## src/rtl/microwave_sequencer.sv

```systemverilog
// Microwave magnetron sequencer: BCD MM:SS keypad entry, one-second countdown, five-state cook FSM with door interlock.
// Latency: a key event updates state two edges after the key falls; digit entry updates the display on the sampling edge.
// Backpressure: none; all inputs are levels or one-cycle strobes; mag_on is gated combinationally by door_closed.
//
// Ports:
//   clk, rst (sync, active-high)          - clock / reset
//   startn, stopn, clearn (active-low)    - keys, falling edge of the registered value is the event
//   door_closed                            - 1 = door latched
//   digit_valid, digit[3:0]                - keypad strobe + BCD value (>9 ignored)
//   mag_on, timer_done                     - magnetron enable, done indicator
//   min_tens/min_ones/sec_tens/sec_ones    - remaining time in BCD
//   state[2:0]                             - IDLE=0 SET=1 COOK=2 PAUSE=3 DONE=4
module microwave_sequencer #(
    parameter int TICKS_PER_SEC = 50_000_000
) (
    input  logic       clk,
    input  logic       rst,
    input  logic       startn,
    input  logic       stopn,
    input  logic       clearn,
    input  logic       door_closed,
    input  logic       digit_valid,
    input  logic [3:0] digit,
    output logic       mag_on,
    output logic       timer_done,
    output logic [3:0] min_tens,
    output logic [3:0] min_ones,
    output logic [3:0] sec_tens,
    output logic [3:0] sec_ones,
    output logic [2:0] state
);

    localparam int TW = (TICKS_PER_SEC > 2) ? $clog2(TICKS_PER_SEC) : 1;
    localparam logic [TW-1:0] TICK_LAST = TW'(TICKS_PER_SEC - 1);

    localparam logic [2:0] S_IDLE  = 3'd0;
    localparam logic [2:0] S_SET   = 3'd1;
    localparam logic [2:0] S_COOK  = 3'd2;
    localparam logic [2:0] S_PAUSE = 3'd3;
    localparam logic [2:0] S_DONE  = 3'd4;

    logic [2:0]    r_state;
    logic [3:0]    r_mt, r_mo, r_st, r_so;
    logic [TW-1:0] r_tick;
    logic          r_startn_q, r_startn_p;
    logic          r_stopn_q,  r_stopn_p;
    logic          r_clearn_q, r_clearn_p;

    logic          w_start_ev, w_stop_ev, w_clear_ev;
    logic          w_digit_ok, w_term, w_zero, w_last;
    logic [3:0]    w_dec_mt, w_dec_mo, w_dec_st, w_dec_so;
    logic [2:0]    w_nxt_state;
    logic [3:0]    w_nxt_mt, w_nxt_mo, w_nxt_st, w_nxt_so;

    // Event = registered key was high last cycle and is low now; a held key yields one event.
    assign w_start_ev = r_startn_p & ~r_startn_q;
    assign w_stop_ev  = r_stopn_p  & ~r_stopn_q;
    assign w_clear_ev = r_clearn_p & ~r_clearn_q;

    assign w_digit_ok = digit_valid && (digit <= 4'd9);
    assign w_term     = (r_state == S_COOK) && (r_tick == TICK_LAST);
    assign w_zero     = (r_mt == 4'd0) && (r_mo == 4'd0) && (r_st == 4'd0) && (r_so == 4'd0);
    // 00:01 is the only value whose decrement lands on 00:00.
    assign w_last     = (r_mt == 4'd0) && (r_mo == 4'd0) && (r_st == 4'd0) && (r_so == 4'd1);

    // One-second BCD decrement with borrow chain; seconds wrap to 59, minutes ones to 9.
    always_comb begin
        w_dec_mt = r_mt;
        w_dec_mo = r_mo;
        w_dec_st = r_st;
        w_dec_so = r_so;
        if (r_so != 4'd0) begin
            w_dec_so = r_so - 4'd1;
        end else if (r_st != 4'd0) begin
            w_dec_so = 4'd9;
            w_dec_st = r_st - 4'd1;
        end else begin
            w_dec_so = 4'd9;
            w_dec_st = 4'd5;
            if (r_mo != 4'd0) begin
                w_dec_mo = r_mo - 4'd1;
            end else begin
                w_dec_mo = 4'd9;
                w_dec_mt = r_mt - 4'd1;
            end
        end
    end

    always_comb begin
        w_nxt_state = r_state;
        w_nxt_mt    = r_mt;
        w_nxt_mo    = r_mo;
        w_nxt_st    = r_st;
        w_nxt_so    = r_so;
        if (w_clear_ev || r_state > S_DONE
                || (r_state == S_DONE && w_stop_ev)) begin
            w_nxt_state = S_IDLE;
            w_nxt_mt    = 4'd0;
            w_nxt_mo    = 4'd0;
            w_nxt_st    = 4'd0;
            w_nxt_so    = 4'd0;
        end else begin
            case (r_state)
                S_IDLE, S_SET: begin
                    if (w_digit_ok) begin
                        {w_nxt_mt, w_nxt_mo, w_nxt_st, w_nxt_so} = {r_mo, r_st, r_so, digit};
                        if (r_state == S_IDLE && digit != 4'd0)
                            w_nxt_state = S_SET;
                    end
                    // A zero time cannot be cooked; it finishes immediately instead.
                    if (r_state == S_SET && w_start_ev && door_closed)
                        w_nxt_state = w_zero ? S_DONE : S_COOK;
                end
                S_COOK: begin
                    // Decrement still lands when stop/door-open coincides with the terminal tick.
                    if (w_term) begin
                        w_nxt_mt = w_dec_mt;
                        w_nxt_mo = w_dec_mo;
                        w_nxt_st = w_dec_st;
                        w_nxt_so = w_dec_so;
                    end
                    if (w_stop_ev || !door_closed)
                        w_nxt_state = S_PAUSE;
                    else if (w_term && w_last)
                        w_nxt_state = S_DONE;
                end
                S_PAUSE: begin
                    if (w_start_ev && door_closed)
                        w_nxt_state = w_zero ? S_DONE : S_COOK;
                end
                default: begin  // S_DONE: fresh entry replaces the finished time
                    if (w_digit_ok) begin
                        w_nxt_state = S_SET;
                        {w_nxt_mt, w_nxt_mo, w_nxt_st, w_nxt_so} = {12'd0, digit};
                    end
                end
            endcase
        end
    end

    always_ff @(posedge clk) begin
        if (rst) begin
            r_state    <= S_IDLE;
            r_mt       <= 4'd0;
            r_mo       <= 4'd0;
            r_st       <= 4'd0;
            r_so       <= 4'd0;
            r_tick     <= '0;
            r_startn_q <= 1'b1;
            r_startn_p <= 1'b1;
            r_stopn_q  <= 1'b1;
            r_stopn_p  <= 1'b1;
            r_clearn_q <= 1'b1;
            r_clearn_p <= 1'b1;
        end else begin
            r_state    <= w_nxt_state;
            r_mt       <= w_nxt_mt;
            r_mo       <= w_nxt_mo;
            r_st       <= w_nxt_st;
            r_so       <= w_nxt_so;
            r_startn_q <= startn;
            r_startn_p <= r_startn_q;
            r_stopn_q  <= stopn;
            r_stopn_p  <= r_stopn_q;
            r_clearn_q <= clearn;
            r_clearn_p <= r_clearn_q;
            // Tick phase is kept across PAUSE so a resumed cook continues mid-second.
            if (w_nxt_state == S_IDLE || w_nxt_state == S_SET)
                r_tick <= '0;
            else if (r_state == S_COOK)
                r_tick <= w_term ? '0 : r_tick + 1'b1;
        end
    end

    assign mag_on     = (r_state == S_COOK) && door_closed;
    assign timer_done = (r_state == S_DONE);
    assign min_tens   = r_mt;
    assign min_ones   = r_mo;
    assign sec_tens   = r_st;
    assign sec_ones   = r_so;
    assign state      = r_state;

endmodule

```

## config.mk

```make
export PLATFORM = sky130hd
export DESIGN_NAME = microwave_sequencer
export DESIGN_NICKNAME = d
export VERILOG_FILES = /design/src/rtl/microwave_sequencer.sv
export SDC_FILE = /design/constraint.sdc
export NUM_CORES = 1
export LEC_CHECK = 0
export CORE_MARGIN = 5
export CORE_UTILIZATION = 36
export CTS_CLUSTER_SIZE = 12
export DETAILED_ROUTE_END_ITERATION = 10
export HOLD_SLACK_MARGIN = 0.15
export PLACE_DENSITY = 0.6
export RECOVER_POWER = 100
export SYNTH_ARGS = -nofsm -noshare
export SYNTH_HDL_FRONTEND = slang
export SYNTH_SLANG_ARGS = --single-unit
```

## constraint.sdc

```tcl
create_clock -name clk -period 2.6 [get_ports clk]
set_input_delay 0.26 -clock clk [delete_from_list [all_inputs] [get_ports clk]]
set_output_delay 0.26 -clock clk [all_outputs]
set_load 0.01 [all_outputs]
```

==> results.toml <==
[timing]
setup-tns-final_ns = 0
timing.final.ws_setup_ns = 0.1475
worst_hold_slack_ns = 0.4453
min_period_ns = 2.452
rsz_0062_raised_after_global_routing = "false"
worst_slew_margin_rel_pct = 67.63
max_slew.worst_pin.slew_ns = 0.4838
worst_clock_skew_ns = 0.01654
maxSlewViolCount = 0
setup_viol = 0
fmax_mhz = 407.7
timing.final.crit_share_pct = 94.33
final-hold-violation-count = 0

[place]
detailed_place.area_um2 = 3212
port_buffers = 31
preCtsSetupSlack_ns = 0.07613
detailedPlacementHpwl_um = 4801
gpl.final_weighted_congestion = 0.8323

[min_path]
hold-path-endpoint = "r_startn_p$_SDFF_PP1_"
timing.hold.worst.class = "reg -> reg"
whs_path_depth = 1
min_from = "r_startn_q$_SDFF_PP1_"

[clock_network]
post-cts-setup-buffer-count = 0
tritoncts = "done"
number_of_clock_sinks = 51
cts-htree-levels = 2
tritoncts.num_buffers = 5
clkLatencyLatePin_ns = 0.31
holdBufCountCts = 0
max-clock-path-buffers = 2
worst_setup_hold_path_clk_slew_ns = 0.11
cts_root_buf = "sky130_fd_sc_hd__clkbuf_8"

[critical_path]
crit_path_start = "state[1]$_SDFF_PP0_"
critical_path.reg2reg.endpoint = "r_tick[12]$_SDFFE_PP0N_"
worstSetupStartpointType = "register"
reg2reg_depth = 8
worst_setup_path_end_kind = "output pin"
timing.rr.start = "min_ones[1]$_SDFFE_PP0P_"
worstPathArrival_ns = 2.19
critPathKind = "reg -> out"
crit_path_required_time_ns = 2.34
r2r_setup_slack_ns = 0.17
timing.critical_path.fanout_max = 11

[routing]
first_iter_violations = 88
remaining_drc_errors = 0
dr_vias = 2414
route.antenna.remaining_nets = 0
drt_wl_total_um = 6366
vias_per_cell = 5.104
post_drt_wl_per_cell_um = 13.46
drt-pass1-iter-count = 4

[yosys]
yosys_warnings = 0
post_synth_num_cell_types = 59
syn-num-nets = 343
post_synth_main_area_contributors = "sky130_fd_sc_hd__dfxtp_1 (38%), sky130_fd_sc_hd__nor2_1 (7.5%), sky130_fd_sc_hd__xor2_1 (4.6%)"
synth-edff-count = 0
synth.most_common_cell = "sky130_fd_sc_hd__nor2_1"
yosysSeqAreaShare_pct = 37.97
synth_top_cells_by_count = "sky130_fd_sc_hd__nor2_1 (54), sky130_fd_sc_hd__dfxtp_1 (51), sky130_fd_sc_hd__a21oi_1 (22), sky130_fd_sc_hd__nand2_1 (22), sky130_fd_sc_hd__inv_1 (15)"
synth_top_flop_cell = "sky130_fd_sc_hd__dfxtp_1"
syn_area_um2 = 2689
yosysTopAreaCellShare_pct = 37.97
synth-async-reset-ratio_pct = 0
avgSynthCellArea_um2 = 8.223
post-synth-top-area-cell = "sky130_fd_sc_hd__dfxtp_1"
mapped_cells = 327
ys_ff_latch = 51

[pwr]
power.ir.vdd_worst_v = 0.0002039
total_leakage_power_nw = 1.188
pwr_density_cell_nw_per_um2 = 465.8
overall_power_of_the_completed_layout_mw = 1.530

[layout]
antennaDiodeCount = 0
post_route_cells_drive_above_1_share_pct = 12.30
fin_area_um2 = 3286
layout_stage_area_growth_over_the_synthesis_result_pct = 22.20
multiInputGateArea_um2 = 1543
fin_nets = 389
nFillCells = 746
layout.area.seq_um2 = 1021

[die]
design.die.area_um2 = 9298
floorplan.rows = 31
die_width_um = 96.43
floorplan.initialDensity_pct = 37.07
core_area_um2 = 7253
die_y_um = 96.43
num_io_pins = 32

[job]
maxCapViolCount = 0

[global_routing]
grt_start_max_net_pins = 18
antenna_found_initial = 0
first_pass_grt_wire_length_um = 10780
gr-usage-all-layers_pct = 14.58
gr-total-overflow = 0
vias_in_the_first_global_route = 2299

[status]
run_status = "finished clean"
## flip-flops by register name (all words and copies together), names as in the netlist
signal	count
sec_ones	4
state	3
sec_tens	4
r_startn_q	1
min_ones	4
min_tens	4
r_startn_p	1
r_tick	26
r_clearn_p	1
r_clearn_q	1
r_stopn_p	1
r_stopn_q	1
## power breakdown
part | internal, mW | switching [mW]
Sequential | 0.800 | 0.0173
Combinational | 0.111 | 0.121
Clock | 0.195 | 0.286
Total | 1.11 | 0.425
## repair_timing
item | 4_1_cts | 5_1_grt
endpoints found under the hold margin | 0 | 0
resized for setup | 0 | 0
endpoints found under the setup margin | 0 | 3
## per-stage QoR
| step | util [%] | std cells |
|---|---|---|
| after floorplan | - | 327 |
| after global placement | 44.28 | 465 |
| after detailed placement | 44.28 | 465 |
| after CTS | 45.56 | 473 |
| after global routing | 45.30 | 473 |
| final | 45.30 | 473 |
## cell families (layout without fill, tap and decap cells)
family	after synthesis	in the layout	synth area share [%]
compound gates	68	68	17.17
buf+inv	26	73	4.095
xor+xnor	25	25	8.143
simple gates	152	152	30.29
flops	51	51	37.97
fa+ha+maj	5	5	2.327
## worst max-delay path by stage
stage	depth (start not counted)	slack (ns)	end
after floorplan	9	0.29	r_tick[15]$_SDFFE_PP0N_
after global placement	8	0.17	r_tick[7]$_SDFFE_PP0N_
after detailed placement	8	0.08	r_tick[12]$_SDFFE_PP0N_
after CTS	8	0.07	r_tick[12]$_SDFFE_PP0N_
after global routing	8	0.03	r_tick[12]$_SDFFE_PP0N_
final	4	0.15	mag_on
## layer usage
metal	vias up	track usage (%)	part of all wire [%]
met5	-	0	0
met3	5	2.479	2.8
met4	0	4.206	1.2
met2	33	23.29	46
li1	1253	-	-
met1	1123	20.19	50
## critical path: stages (launching register included)
cell	delay, ns
sky130_fd_sc_hd__dfxtp_1	0.50
sky130_fd_sc_hd__or3b_2	0.54
sky130_fd_sc_hd__buf_4	0.20
sky130_fd_sc_hd__nor2_1	0.09
sky130_fd_sc_hd__clkdlybuf4s50_1	0.54
## layout make-up
type,count,share of cell area [%]
multi-input combinational,250,46.95
sequential,51,31.07
timing repair buffer,50,13.67
tap,99,3.770
clock buffer,5,2.094
inverter,15,1.714
clock inverter,3,0.7235
## layout by cell type, fill, tap and decap left out, types with 3 or more instances in the layout
cell type	n
sky130_fd_sc_hd__dlygate4sd3_1	21
sky130_fd_sc_hd__dfxtp_1	51
sky130_fd_sc_hd__ha_1	5
sky130_fd_sc_hd__and3_1	7
sky130_fd_sc_hd__a22oi_1	4
sky130_fd_sc_hd__or3_1	3
sky130_fd_sc_hd__a21oi_1	23
sky130_fd_sc_hd__clkbuf_8	5
sky130_fd_sc_hd__xnor2_1	11
sky130_fd_sc_hd__nor2_1	55
sky130_fd_sc_hd__or2_2	7
sky130_fd_sc_hd__nor3_1	11
sky130_fd_sc_hd__and2_1	3
sky130_fd_sc_hd__xor2_1	14
sky130_fd_sc_hd__nand4_1	8
sky130_fd_sc_hd__clkdlybuf4s50_1	10
sky130_fd_sc_hd__o21ai_0	9
sky130_fd_sc_hd__nand3_1	10
sky130_fd_sc_hd__buf_4	18
sky130_fd_sc_hd__nand2b_1	4
sky130_fd_sc_hd__nand4b_1	3
sky130_fd_sc_hd__nand2_1	22
sky130_fd_sc_hd__a211oi_1	9
sky130_fd_sc_hd__inv_1	15
No activity file was read; power rests on OpenSTA's default activity.
